<file path="config.mk">
export PLATFORM = sky130hd
export DESIGN_NAME = fetch_redirect_ctrl_flat
export DESIGN_NICKNAME = d
export VERILOG_FILES = /design/src/rtl/fetch_redirect_ctrl_if.sv /design/src/rtl/fetch_redirect_ctrl.sv /design/src/flat_wrapper.sv
export SDC_FILE = /design/constraint.sdc
export NUM_CORES = 1
export LEC_CHECK = 0
export CORE_UTILIZATION = 43
export CTS_CLUSTER_SIZE = 10
export DETAILED_ROUTE_END_ITERATION = 8
export PLACE_DENSITY = 0.82
export SLEW_MARGIN = 20
export SYNTH_ARGS = -nofsm -noshare
export SYNTH_HDL_FRONTEND = slang
export SYNTH_SLANG_ARGS = --single-unit
</file>
<file path="constraint.sdc">
create_clock -name clk -period 6.7 [get_ports clk]
set_input_delay 1.005 -clock clk [delete_from_list [all_inputs] [get_ports clk]]
set_output_delay 1.005 -clock clk [all_outputs]
set_load 0.03 [all_outputs]
</file>
<file path="src/rtl/fetch_redirect_ctrl_if.sv">
`default_nettype none
// ============================================================================
// Module   : fetch_redirect_ctrl_if
// Brief    : Redirect request / IF-backend flush bundle for fetch_redirect_ctrl.
//            master = redirect producer and flush consumer side,
//            slave  = the redirect controller itself.
//            Statistics signals exist only when FETCH_REDIRECT_STATS_EN is defined.
// Revision : 1.0 - initial release
// ============================================================================
interface fetch_redirect_ctrl_if #(
    parameter int INST_ADDR_WIDTH = 32,
    parameter int ROB_IDX_BITS    = 5
);
    // Request side
    logic                       ext_stall;
    logic [ROB_IDX_BITS-1:0]    rob_head;
    logic                       commit_redir_valid;
    logic [INST_ADDR_WIDTH-1:0] commit_redir_pc;
    logic                       ex0_mispred_valid;
    logic [INST_ADDR_WIDTH-1:0] ex0_mispred_pc;
    logic [ROB_IDX_BITS-1:0]    ex0_rob_idx;
    logic                       ex1_mispred_valid;
    logic [INST_ADDR_WIDTH-1:0] ex1_mispred_pc;
    logic [ROB_IDX_BITS-1:0]    ex1_rob_idx;

    // IF / backend side
    logic                       if_flush;
    logic                       if_redirect_valid;
    logic [INST_ADDR_WIDTH-1:0] if_redirect_pc;
    logic                       if_stall;
    logic                       be_flush_valid;
    logic                       be_flush_all;
    logic [ROB_IDX_BITS-1:0]    be_flush_rob_idx;

`ifdef FETCH_REDIRECT_STATS_EN
    logic [31:0]                stat_commit_cnt;
    logic [31:0]                stat_ex_cnt;
    logic [31:0]                stat_drop_cnt;
`endif

    modport master (
`ifdef FETCH_REDIRECT_STATS_EN
        input  stat_commit_cnt,
        input  stat_ex_cnt,
        input  stat_drop_cnt,
`endif
        output ext_stall,
        output rob_head,
        output commit_redir_valid,
        output commit_redir_pc,
        output ex0_mispred_valid,
        output ex0_mispred_pc,
        output ex0_rob_idx,
        output ex1_mispred_valid,
        output ex1_mispred_pc,
        output ex1_rob_idx,
        input  if_flush,
        input  if_redirect_valid,
        input  if_redirect_pc,
        input  if_stall,
        input  be_flush_valid,
        input  be_flush_all,
        input  be_flush_rob_idx
    );

    modport slave (
`ifdef FETCH_REDIRECT_STATS_EN
        output stat_commit_cnt,
        output stat_ex_cnt,
        output stat_drop_cnt,
`endif
        input  ext_stall,
        input  rob_head,
        input  commit_redir_valid,
        input  commit_redir_pc,
        input  ex0_mispred_valid,
        input  ex0_mispred_pc,
        input  ex0_rob_idx,
        input  ex1_mispred_valid,
        input  ex1_mispred_pc,
        input  ex1_rob_idx,
        output if_flush,
        output if_redirect_valid,
        output if_redirect_pc,
        output if_stall,
        output be_flush_valid,
        output be_flush_all,
        output be_flush_rob_idx
    );
endinterface
`default_nettype wire

</file>
<file path="src/rtl/fetch_redirect_ctrl.sv">
`default_nettype none
// ============================================================================
// Module   : fetch_redirect_ctrl
// Brief    : Arbitrates commit trap and two execute mispredict redirects,
//            issues a one-cycle flush/redirect pulse for the oldest request and
//            then stalls IF for RECOVER_CYCLES cycles.
//            Optional macro FETCH_REDIRECT_STATS_EN adds saturating
//            accepted/dropped request counters.
// Revision : 1.0 - initial release
// ============================================================================
module fetch_redirect_ctrl #(
    parameter int INST_ADDR_WIDTH = 32,
    parameter int ROB_IDX_BITS    = 5,
    parameter int RECOVER_CYCLES  = 2
) (
    input  wire logic             clk,
    input  wire logic             rst,
    fetch_redirect_ctrl_if.slave  bus
);

    localparam logic [1:0] c_ST_IDLE    = 2'd0;
    localparam logic [1:0] c_ST_ISSUE   = 2'd1;
    localparam logic [1:0] c_ST_RECOVER = 2'd2;
    localparam logic [3:0] c_RECOVER_LOAD = 4'(RECOVER_CYCLES);

    logic [1:0]                 r_state;
    logic [1:0]                 w_state_nxt;
    logic [3:0]                 r_cnt;
    logic [ROB_IDX_BITS-1:0]    r_held_idx;
    logic                       r_held_all;
    logic                       r_pulse;
    logic                       r_flush_all;
    logic [INST_ADDR_WIDTH-1:0] r_pc;
    logic [ROB_IDX_BITS-1:0]    r_idx;

    logic [ROB_IDX_BITS-1:0]    w_age_ex0;
    logic [ROB_IDX_BITS-1:0]    w_age_ex1;
    logic [ROB_IDX_BITS-1:0]    w_age_held;
    logic                       w_ex0_wins;
    logic                       w_ex_valid;
    logic [ROB_IDX_BITS-1:0]    w_ex_age;
    logic [ROB_IDX_BITS-1:0]    w_ex_idx;
    logic [INST_ADDR_WIDTH-1:0] w_ex_pc;
    logic                       w_ex_ok;
    logic                       w_take_commit;
    logic                       w_take_ex;
    logic                       w_accept;

    logic [INST_ADDR_WIDTH-1:0] w_pc_nxt;
    logic [ROB_IDX_BITS-1:0]    w_idx_nxt;
    logic [ROB_IDX_BITS-1:0]    w_held_idx_nxt;
    logic                       w_held_all_nxt;
    logic [3:0]                 w_cnt_nxt;
    logic                       w_if_stall;

    // Ages relative to the current head; modulo wrap falls out of the width.
    assign w_age_ex0  = bus.ex0_rob_idx - bus.rob_head;
    assign w_age_ex1  = bus.ex1_rob_idx - bus.rob_head;
    assign w_age_held = r_held_idx     - bus.rob_head;

    // ex0 wins ties; the losing port is necessarily younger and already dead.
    assign w_ex0_wins = bus.ex0_mispred_valid &&
                        (!bus.ex1_mispred_valid || (w_age_ex0 <= w_age_ex1));
    assign w_ex_valid = bus.ex0_mispred_valid || bus.ex1_mispred_valid;
    assign w_ex_age   = w_ex0_wins ? w_age_ex0 : w_age_ex1;
    assign w_ex_idx   = w_ex0_wins ? bus.ex0_rob_idx : bus.ex1_rob_idx;
    assign w_ex_pc    = w_ex0_wins ? bus.ex0_mispred_pc : bus.ex1_mispred_pc;

    // While a redirect is in flight only a strictly older branch may preempt it,
    // and nothing from execute may preempt a full-window (commit) flush.
    assign w_ex_ok       = (r_state == c_ST_IDLE) ||
                           (!r_held_all && (w_ex_age < w_age_held));
    assign w_take_commit = bus.commit_redir_valid;
    assign w_take_ex     = !bus.commit_redir_valid && w_ex_valid && w_ex_ok;
    assign w_accept      = w_take_commit || w_take_ex;

    // State register.
    always_ff @(posedge clk) begin
        if (rst) begin
            r_state <= c_ST_IDLE;
        end else begin
            r_state <= w_state_nxt;
        end
    end

    // Next-state logic: any accepted request restarts at ISSUE.
    always_comb begin
        w_state_nxt = r_state;
        if (w_accept) begin
            w_state_nxt = c_ST_ISSUE;
        end else begin
            case (r_state)
                c_ST_IDLE:    w_state_nxt = c_ST_IDLE;
                c_ST_ISSUE:   w_state_nxt = (c_RECOVER_LOAD == 4'd0) ? c_ST_IDLE : c_ST_RECOVER;
                c_ST_RECOVER: w_state_nxt = (r_cnt <= 4'd1) ? c_ST_IDLE : c_ST_RECOVER;
                default:      w_state_nxt = c_ST_IDLE;
            endcase
        end
    end

    // Output/datapath logic: next values of the pulse payload, held context and counter.
    always_comb begin
        w_pc_nxt       = r_pc;
        w_idx_nxt      = r_idx;
        w_held_idx_nxt = r_held_idx;
        w_held_all_nxt = r_held_all;
        w_cnt_nxt      = r_cnt;
        w_if_stall     = bus.ext_stall || (r_state == c_ST_RECOVER);
        if (w_take_commit) begin
            w_pc_nxt       = bus.commit_redir_pc;
            w_idx_nxt      = bus.rob_head;
            w_held_idx_nxt = bus.rob_head;
            w_held_all_nxt = 1'b1;
            w_cnt_nxt      = c_RECOVER_LOAD;
        end else if (w_take_ex) begin
            w_pc_nxt       = w_ex_pc;
            w_idx_nxt      = w_ex_idx;
            w_held_idx_nxt = w_ex_idx;
            w_held_all_nxt = 1'b0;
            w_cnt_nxt      = c_RECOVER_LOAD;
        end else if (w_state_nxt == c_ST_IDLE) begin
            w_held_all_nxt = 1'b0;
            w_cnt_nxt      = 4'd0;
        end else if (r_state == c_ST_RECOVER) begin
            w_cnt_nxt      = r_cnt - 4'd1;
        end
    end

    // Registered pulse, payload, held context and recovery counter.
    always_ff @(posedge clk) begin
        if (rst) begin
            r_cnt       <= 4'd0;
            r_held_idx  <= '0;
            r_held_all  <= 1'b0;
            r_pulse     <= 1'b0;
            r_flush_all <= 1'b0;
            r_pc        <= '0;
            r_idx       <= '0;
        end else begin
            r_cnt       <= w_cnt_nxt;
            r_held_idx  <= w_held_idx_nxt;
            r_held_all  <= w_held_all_nxt;
            r_pulse     <= w_accept;
            r_flush_all <= w_take_commit;
            r_pc        <= w_pc_nxt;
            r_idx       <= w_idx_nxt;
        end
    end

    assign bus.if_flush          = r_pulse;
    assign bus.if_redirect_valid = r_pulse;
    assign bus.be_flush_valid    = r_pulse;
    assign bus.be_flush_all      = r_flush_all;
    assign bus.if_redirect_pc    = r_pc;
    assign bus.be_flush_rob_idx  = r_idx;
    assign bus.if_stall          = w_if_stall;

`ifdef FETCH_REDIRECT_STATS_EN
    logic [31:0] r_stat_commit;
    logic [31:0] r_stat_ex;
    logic [31:0] r_stat_drop;
    logic [1:0]  w_ex_req_cnt;
    logic [1:0]  w_drop_inc;
    logic [32:0] w_drop_sum;

    // Every execute request that is not the accepted winner counts as dropped.
    assign w_ex_req_cnt = {1'b0, bus.ex0_mispred_valid} + {1'b0, bus.ex1_mispred_valid};
    assign w_drop_inc   = w_ex_req_cnt - {1'b0, w_take_ex};
    assign w_drop_sum   = {1'b0, r_stat_drop} + {31'd0, w_drop_inc};

    // Saturating event counters.
    always_ff @(posedge clk) begin
        if (rst) begin
            r_stat_commit <= 32'd0;
            r_stat_ex     <= 32'd0;
            r_stat_drop   <= 32'd0;
        end else begin
            if (w_take_commit && (r_stat_commit != 32'hFFFF_FFFF)) begin
                r_stat_commit <= r_stat_commit + 32'd1;
            end
            if (w_take_ex && (r_stat_ex != 32'hFFFF_FFFF)) begin
                r_stat_ex <= r_stat_ex + 32'd1;
            end
            r_stat_drop <= w_drop_sum[32] ? 32'hFFFF_FFFF : w_drop_sum[31:0];
        end
    end

    assign bus.stat_commit_cnt = r_stat_commit;
    assign bus.stat_ex_cnt     = r_stat_ex;
    assign bus.stat_drop_cnt   = r_stat_drop;
`endif

endmodule
`default_nettype wire

</file>
<file path="src/flat_wrapper.sv">
// flat-port wrapper written by rule: the top's interface ports become plain ports
module fetch_redirect_ctrl_flat 
#(
    parameter int INST_ADDR_WIDTH = 32,
    parameter int ROB_IDX_BITS    = 5,
    parameter int RECOVER_CYCLES  = 2
)
  (clk, rst, bus_ext_stall, bus_rob_head, bus_commit_redir_valid, bus_commit_redir_pc, bus_ex0_mispred_valid, bus_ex0_mispred_pc, bus_ex0_rob_idx, bus_ex1_mispred_valid, bus_ex1_mispred_pc, bus_ex1_rob_idx, bus_if_flush, bus_if_redirect_valid, bus_if_redirect_pc, bus_if_stall, bus_be_flush_valid, bus_be_flush_all, bus_be_flush_rob_idx);
  fetch_redirect_ctrl_if #(.INST_ADDR_WIDTH(INST_ADDR_WIDTH), .ROB_IDX_BITS(ROB_IDX_BITS)) bus_i ();
  input  wire logic clk;
  input  wire logic rst;
  input wire logic [$bits(bus_i.ext_stall)-1:0] bus_ext_stall;
  input wire logic [$bits(bus_i.rob_head)-1:0] bus_rob_head;
  input wire logic [$bits(bus_i.commit_redir_valid)-1:0] bus_commit_redir_valid;
  input wire logic [$bits(bus_i.commit_redir_pc)-1:0] bus_commit_redir_pc;
  input wire logic [$bits(bus_i.ex0_mispred_valid)-1:0] bus_ex0_mispred_valid;
  input wire logic [$bits(bus_i.ex0_mispred_pc)-1:0] bus_ex0_mispred_pc;
  input wire logic [$bits(bus_i.ex0_rob_idx)-1:0] bus_ex0_rob_idx;
  input wire logic [$bits(bus_i.ex1_mispred_valid)-1:0] bus_ex1_mispred_valid;
  input wire logic [$bits(bus_i.ex1_mispred_pc)-1:0] bus_ex1_mispred_pc;
  input wire logic [$bits(bus_i.ex1_rob_idx)-1:0] bus_ex1_rob_idx;
  output wire logic [$bits(bus_i.if_flush)-1:0] bus_if_flush;
  output wire logic [$bits(bus_i.if_redirect_valid)-1:0] bus_if_redirect_valid;
  output wire logic [$bits(bus_i.if_redirect_pc)-1:0] bus_if_redirect_pc;
  output wire logic [$bits(bus_i.if_stall)-1:0] bus_if_stall;
  output wire logic [$bits(bus_i.be_flush_valid)-1:0] bus_be_flush_valid;
  output wire logic [$bits(bus_i.be_flush_all)-1:0] bus_be_flush_all;
  output wire logic [$bits(bus_i.be_flush_rob_idx)-1:0] bus_be_flush_rob_idx;
  assign bus_i.ext_stall = bus_ext_stall;
  assign bus_i.rob_head = bus_rob_head;
  assign bus_i.commit_redir_valid = bus_commit_redir_valid;
  assign bus_i.commit_redir_pc = bus_commit_redir_pc;
  assign bus_i.ex0_mispred_valid = bus_ex0_mispred_valid;
  assign bus_i.ex0_mispred_pc = bus_ex0_mispred_pc;
  assign bus_i.ex0_rob_idx = bus_ex0_rob_idx;
  assign bus_i.ex1_mispred_valid = bus_ex1_mispred_valid;
  assign bus_i.ex1_mispred_pc = bus_ex1_mispred_pc;
  assign bus_i.ex1_rob_idx = bus_ex1_rob_idx;
  assign bus_if_flush = bus_i.if_flush;
  assign bus_if_redirect_valid = bus_i.if_redirect_valid;
  assign bus_if_redirect_pc = bus_i.if_redirect_pc;
  assign bus_if_stall = bus_i.if_stall;
  assign bus_be_flush_valid = bus_i.be_flush_valid;
  assign bus_be_flush_all = bus_i.be_flush_all;
  assign bus_be_flush_rob_idx = bus_i.be_flush_rob_idx;
  fetch_redirect_ctrl #(.INST_ADDR_WIDTH(INST_ADDR_WIDTH), .ROB_IDX_BITS(ROB_IDX_BITS), .RECOVER_CYCLES(RECOVER_CYCLES)) u_core (.clk(clk), .rst(rst), .bus(bus_i));
endmodule
</file>
# Yosys cells after proc, flatten, opt, wreduce, memory -nomap -nowiden

Cells that the tools add are included.

Mux-type cells: 17
Order comparisons: 3
Add/sub/neg operators: 4
Reduce and logical (&&, ||, !) cells: 18
Equality and inequality tests: 2

Operators by type and width:

| operator                                            | count |
|---|---|
| two-way mux 32 bit                                  | 3 |
| two-way mux 5 bit                                   | 4 |
| subtractor 5 bit                                    | 3 |
| two-way mux 2 bit                                   | 6 |
| <= comparator 5 bit                                 | 1 |
| logical OR 1 bit                                    | 5 |
| < comparator 5 bit                                  | 1 |
| <= comparator 4 x 1 -> 1 bit, second input constant | 1 |
| logical AND 1 bit                                   | 4 |
| zero test 2 bit                                     | 2 |
| case mux 2 bit (2 select lines)                     | 1 |
| nonzero test 4 bit                                  | 1 |
| OR reduction 4 bit                                  | 1 |
| subtractor 4 x 1 -> 4 bit, second input constant    | 1 |
| zero test 1 bit                                     | 3 |
| two-way mux 1 bit                                   | 3 |
| nonzero test 3 bit                                  | 1 |
| == test 2 x 1 -> 1 bit, second input constant       | 1 |
| == test 2 bit, second input constant                | 1 |
| nonzero test 2 bit                                  | 1 |

Output and inout bits: 42
Bits of input ports: 117
Logic and storage cells: 52
Register bits: 46

# Longest topological paths before layout

Depth in word-level cells: 15
Mapped depth: 22
Depth with buffers taken out: 21

# Least setup slack after synthesis

No wires, ideal clock.

Path kind: input port to flip-flop
From: input port bus_ex0_rob_idx[0]
To: register u_core.r_pc[19] (netlist: u_core.bus.if_redirect_pc[19])
Arrival time: 4.956 ns
Buffers on the path: 1
Data required time: 6.577 ns
Cell stages on the path: 20
Slack: 1.621 ns
Setup time: 0.123 ns
Cell sequence: inv_1 -> ha_1 -> inv_1 -> fa_1 -> a21o_1 -> a21oi_1 -> xnor2_1 -> ha_1 -> nand4_1 -> o21a_1 -> o22ai_1 -> o21ai_0 -> ha_1 -> and4_1 -> a2111oi_2 -> o22a_2 -> o211a_4 -> nor2_8 -> buf_6 -> mux2_1

Word-level cells in the longest chain between the ends: 10
Elaborated cells on any way between the ends: 13
Classes of those cells: add/sub: 1; order compare: 2; mux: 4; reduce/logical: 6

Ends and longest elaborated chain:

| what                                | RTL line                   | RTL |
|---|---|---|
| from (decl)                         | flat_wrapper.sv:18         | `input wire logic [$bits(bus_i.ex0_rob_idx)-1:0] bus_ex0_rob_idx;` |
| subtractor 5 bit *                  | fetch_redirect_ctrl.sv:57  | `assign w_age_ex0 = bus.ex0_rob_idx - bus.rob_head;` |
| <= comparator 5 bit                 | fetch_redirect_ctrl.sv:63  | `(!bus.ex1_mispred_valid \|\| (w_age_ex0 <= w_age_ex1));` |
| logical OR 1 bit                    | fetch_redirect_ctrl.sv:63  |  |
| logical AND 1 bit                   | fetch_redirect_ctrl.sv:62  | `assign w_ex0_wins = bus.ex0_mispred_valid &&` |
| two-way mux 5 bit                   | fetch_redirect_ctrl.sv:65  | `assign w_ex_age = w_ex0_wins ? w_age_ex0 : w_age_ex1;` |
| < comparator 5 bit                  | fetch_redirect_ctrl.sv:72  | `(!r_held_all && (w_ex_age < w_age_held));` |
| logical AND 1 bit                   | fetch_redirect_ctrl.sv:72  |  |
| logical OR 1 bit                    | fetch_redirect_ctrl.sv:71  | `assign w_ex_ok = (r_state == c_ST_IDLE) \|\|` |
| logical AND 1 bit                   | fetch_redirect_ctrl.sv:74  | `assign w_take_ex = !bus.commit_redir_valid && w_ex_valid && w_ex_ok;` |
| nonzero test 2 bit (no source line) | n/a                        |  |
| to (signal assigned)                | fetch_redirect_ctrl.sv:145 | `r_pc <= w_pc_nxt;` |
| to (decl)                           | fetch_redirect_ctrl.sv:33  | `logic [INST_ADDR_WIDTH-1:0] r_pc;` |

Mark *: on every way between the ends. The rest lies on a longest branch, timed or not. The select of a mux whose other input is x is not followed.
A chain may end at the register's enable or synchronous reset.

# Worst setup path in the final report

From: input port bus_ex0_rob_idx[0]
To: register u_core.r_pc[2] (netlist: u_core.bus.if_redirect_pc[2])

Same word-level chain as after synthesis.

==> results.txt <==
result of the run - completed
Met3 Routed Length - 560 µm
DRC violations left - 0
number of nets still failing antenna checks after routing - 0
met1 wire length - 3910 µm
grt total ovfl - 0
setup repair after global routing missed its margin - no
Register-to-Register Setup Slack - 3.04 ns
most numerous cell in the Yosys netlist - dfxtp_1
combinational group share of total power - 52.9%
clock latency of the later-clocked register in the worst-skew pair - 0.29 ns
postcts setup bufs - 0
clock period minus final worst setup slack - 5.94 ns
most instantiated cells after synthesis - 45 x dfxtp_1, 39 x nor2_1, 36 x mux2i_1
startpoint-to-endpoint class of the critical path - input port to flip-flop
synthesized netlist cell count - 379
worst slew margin relative to its limit - 39.4%
Post-Synthesis Net Count - 524
skew final - 0.0108 ns
total CTS buffers - 5
met2 wire length - 4720 µm
total via count after detailed routing - 3272
pins over their slew limit - 0
cell area after synthesis - 3520 µm²
row cnt - 32
synthesis-to-layout area growth - 47.0%
initial antenna violation count - 0
synth warn - 0
first-pass GRT wire length - 15200 µm
Synth cell types - 47
maximum cell stage delay along the critical path - 0.48 ns
CTS tree - built
average cell area after synthesis - 9.29 µm²
internal power - 721 µW
Synth Area in Compound Gates - 15.7%
setup-violating endpoint count in the final report - 0
number of clock sinks - 45
Worst Tran Pin Value - 0.908 ns
count of state elements after synthesis - 45
sw frac - 36.8%
Placer Congestion - 0.880
number of violations reported at the end of detailed-routing iteration 0 - 73
dominant synthesized flop cell - dfxtp_1
Crit-path slowest cell - nor2_8
Hold Startpoint - u_core.r_held_idx[0]
kind of start point of the critical path - input port
clock share of power - 18.0%
top cells by area in the synthesized netlist - dfxtp_1 26%, mux2i_1 10%, ha_1 8.9%
total wire length after detailed routing - 9330 µm
post-synthesis share of cell area spent on and, or, nand and nor gates - 15.6%
die height - 92.5 µm
final setup TNS - 0 ns
maximum clock path buffer count - 2
adder and majority gate portion of the synthesized area - 10.6%
Core Footprint - 7810 µm²
via count of the first global-routing pass - 3272
area share of the leading cell type in the synthesized netlist - 25.6%
Buf/Inv on CP - 3
Gates resized, CTS repair - 0
share of final-layout standard cells stronger than drive strength 1 - 8.46%
GRT Resource Usage Total - 22.1%
LEAKAGE - 0.00215 µW
sequential share of power - 29.1%
Filler Cell Count - 648
largest vdd supply drop - 0.128 mV
area of the die - 8550 µm²
worst hold path cell count - 2
async set or reset register ratio after synthesis - 0%
number of flops mapped to enable cells by yosys - 0
post-route total power - 1140 µW
Hold Fails Final Rpt - 0
largest net degree at the start of global routing - 82
number of ports placed on the die boundary - 159
top sig layer - met4
number of levels the H-tree was split into - 2
post-cts hold buffer count - 0
endpoint of the worst register-to-register path - u_core.bus.if_redirect_pc[2]
largest family of logic cells by synthesized area - multiplexers
vias per std cell - 5.26
power spent charging and discharging nets - 419 µW
cell type group with the largest total delay on the critical path - compound AO/OA/AOI/OAI gates
R2R cell count - 14
max-cap violations - 0
list of cells traversed by the critical path - clkdlybuf4s50_1 > inv_1 > ha_1 > inv_1 > fa_1 > a21o_1 > a21oi_1 > xnor2_1 > ha_1 > nand4_1 > o21a_1 > o22ai_1 > o21ai_0 > ha_1 > nand3_1 > nor4b_1 > o221ai_1 > o211a_4 > nor2_8 > mux2_2
xor/xnor share of the synthesized area - 3.98%
master cell of the clock root buffer - clkbuf_8
Initial Utilization - 45.1%
highest attainable clock frequency - 168 MHz
Detailed Place HPWL - 7410 µm
clk slew on worst S/H paths - 0.09 ns
number of diodes - 0
sink of the worst hold path - u_core.r_held_idx[0]
average wire length per cell after detail routing - 15.0 µm
part of the Yosys area used for sequential elements - 25.6%
cell area power density - 220 nW/µm²
largest fanout on the critical path - 34
capturing element type of the critical path - flip-flop
most prevalent standard cell on the critical path - ha_1
final clock period utilization by the worst path - 88.7%
post-layout net count - 664
critical path data arrival time - 6.13 ns
Crit Reg-Reg Startpoint - u_core.r_held_idx[0]
cell taking the most area after synthesis - dfxtp_1
number of buffers inserted by port buffering - 158
data required time at the worst endpoint - 6.89 ns
kind of path behind the tightest hold check - flip-flop to flip-flop
Pre-antenna DRT Iters - 4
width of the chip - 92.5 µm
fraction of synthesized area in multiplexers - 21.2%
area by class of cell:
type / count / area (µm²) / area share (%)
multi-input combinational: 286 / 2360 / 45.7
timing repair buffer: 160 / 1590 / 30.8
sequential: 45 / 901 / 17.4
tap: 102 / 128 / 2.47
inverter: 21 / 80.1 / 1.55
clock buffer: 6 / 72.6 / 1.40
clock inverter: 2 / 38.8 / 0.750
worst max-delay path by stage:
stage,startpoint,slack (ns),cells past startpoint,endpoint
2_1_floorplan,bus_ex0_rob_idx[0],1.62,20,u_core.bus.if_redirect_pc[19]
3_3_place_gp,bus_ex1_rob_idx[0],0.65,20,u_core.bus.if_redirect_pc[15]
3_5_place_dp,bus_ex0_rob_idx[0],0.47,20,u_core.bus.if_redirect_pc[0]
4_1_cts,bus_ex0_rob_idx[0],0.77,20,u_core.bus.if_redirect_pc[0]
5_1_grt,bus_ex1_rob_idx[0],0.33,20,u_core.bus.if_redirect_pc[15]
6_report,bus_ex0_rob_idx[0],0.76,20,u_core.bus.if_redirect_pc[2]
layout by cell type, fill, tap and decap left out, types with 5 or more instances in the layout:
cell type	count
clkdlybuf4s50_1	157
dfxtp_1	45
nor2_1	39
mux2i_1	36
nor2b_1	33
a211oi_1	32
ha_1	25
inv_1	19
mux2_2	16
a21oi_1	11
xnor2_1	9
mux2_1	9
nand2_1	8
a21o_1	8
xor2_1	7
mux2_4	7
o21ai_0	6
clkbuf_8	5
cell families after synthesis:
kind of cell    after synthesis
mux                          68
fa+ha+maj                    28
xor+xnor                     16
flops                        45
buf+inv                      48
simple gates                100
compound gates               74
power by group through the flow:
| stage | registers, µW | clock network [µW] | logic (µW) |
|---|---|---|---|
| 2_1_floorplan | 410 | 0 | 339 |
| 3_3_place_gp | 336 | 0 | 593 |
| 3_5_place_dp | 337 | 0 | 603 |
| 4_1_cts | 332 | 207 | 606 |
| 5_1_grt | 337 | 219 | 650 |
| 6_report | 331 | 205 | 603 |
worst reg2reg max path, cell delays in order, from the launching register on:
cell      delay (ns)
dfxtp_1         0.33
inv_1           0.08
ha_1            0.18
inv_1           0.08
fa_1            0.40
a21o_1          0.17
a21oi_1         0.17
xnor2_1         0.11
ha_1            0.33
nand3_1         0.11
nor4b_1         0.25
o221ai_1        0.23
o211a_4         0.22
nor2_8          0.48
mux2_2          0.43
layer usage:
metal  track usage (%)  vias up
met5                 0        -
met4              5.73        0
met3              4.43       11
met2              40.2      115
met1              26.2     1508
li1                  -     1638
through the flow:
step | utilization [%] | cell area (µm²) | cells | worst slack (ns) | hold WS [ns]
CTS | 66.3 | 5170 | 622 | 0.772 | 0.504
detailed placement | 64.8 | 5060 | 614 | 0.472 | 0.486
floorplan | - | 3520 | 379 | 1.62 | 0.449
global placement | 64.8 | 5060 | 614 | 0.650 | 0.473
finish | 66.3 | 5170 | 622 | 0.758 | 0.503
global route | 66.3 | 5170 | 622 | 0.330 | 0.546
flip-flops by register name, indices dropped and copies added (netlist names):
| register | cells |
|---|---|
| u_core.r_held_all | 1 |
| u_core.r_held_idx | 5 |
| u_core.bus.if_redirect_pc | 32 |
| u_core.r_state | 2 |
| u_core.bus.be_flush_all | 1 |
| u_core.r_cnt | 4 |
No activity file was read; power rests on OpenSTA's default activity.
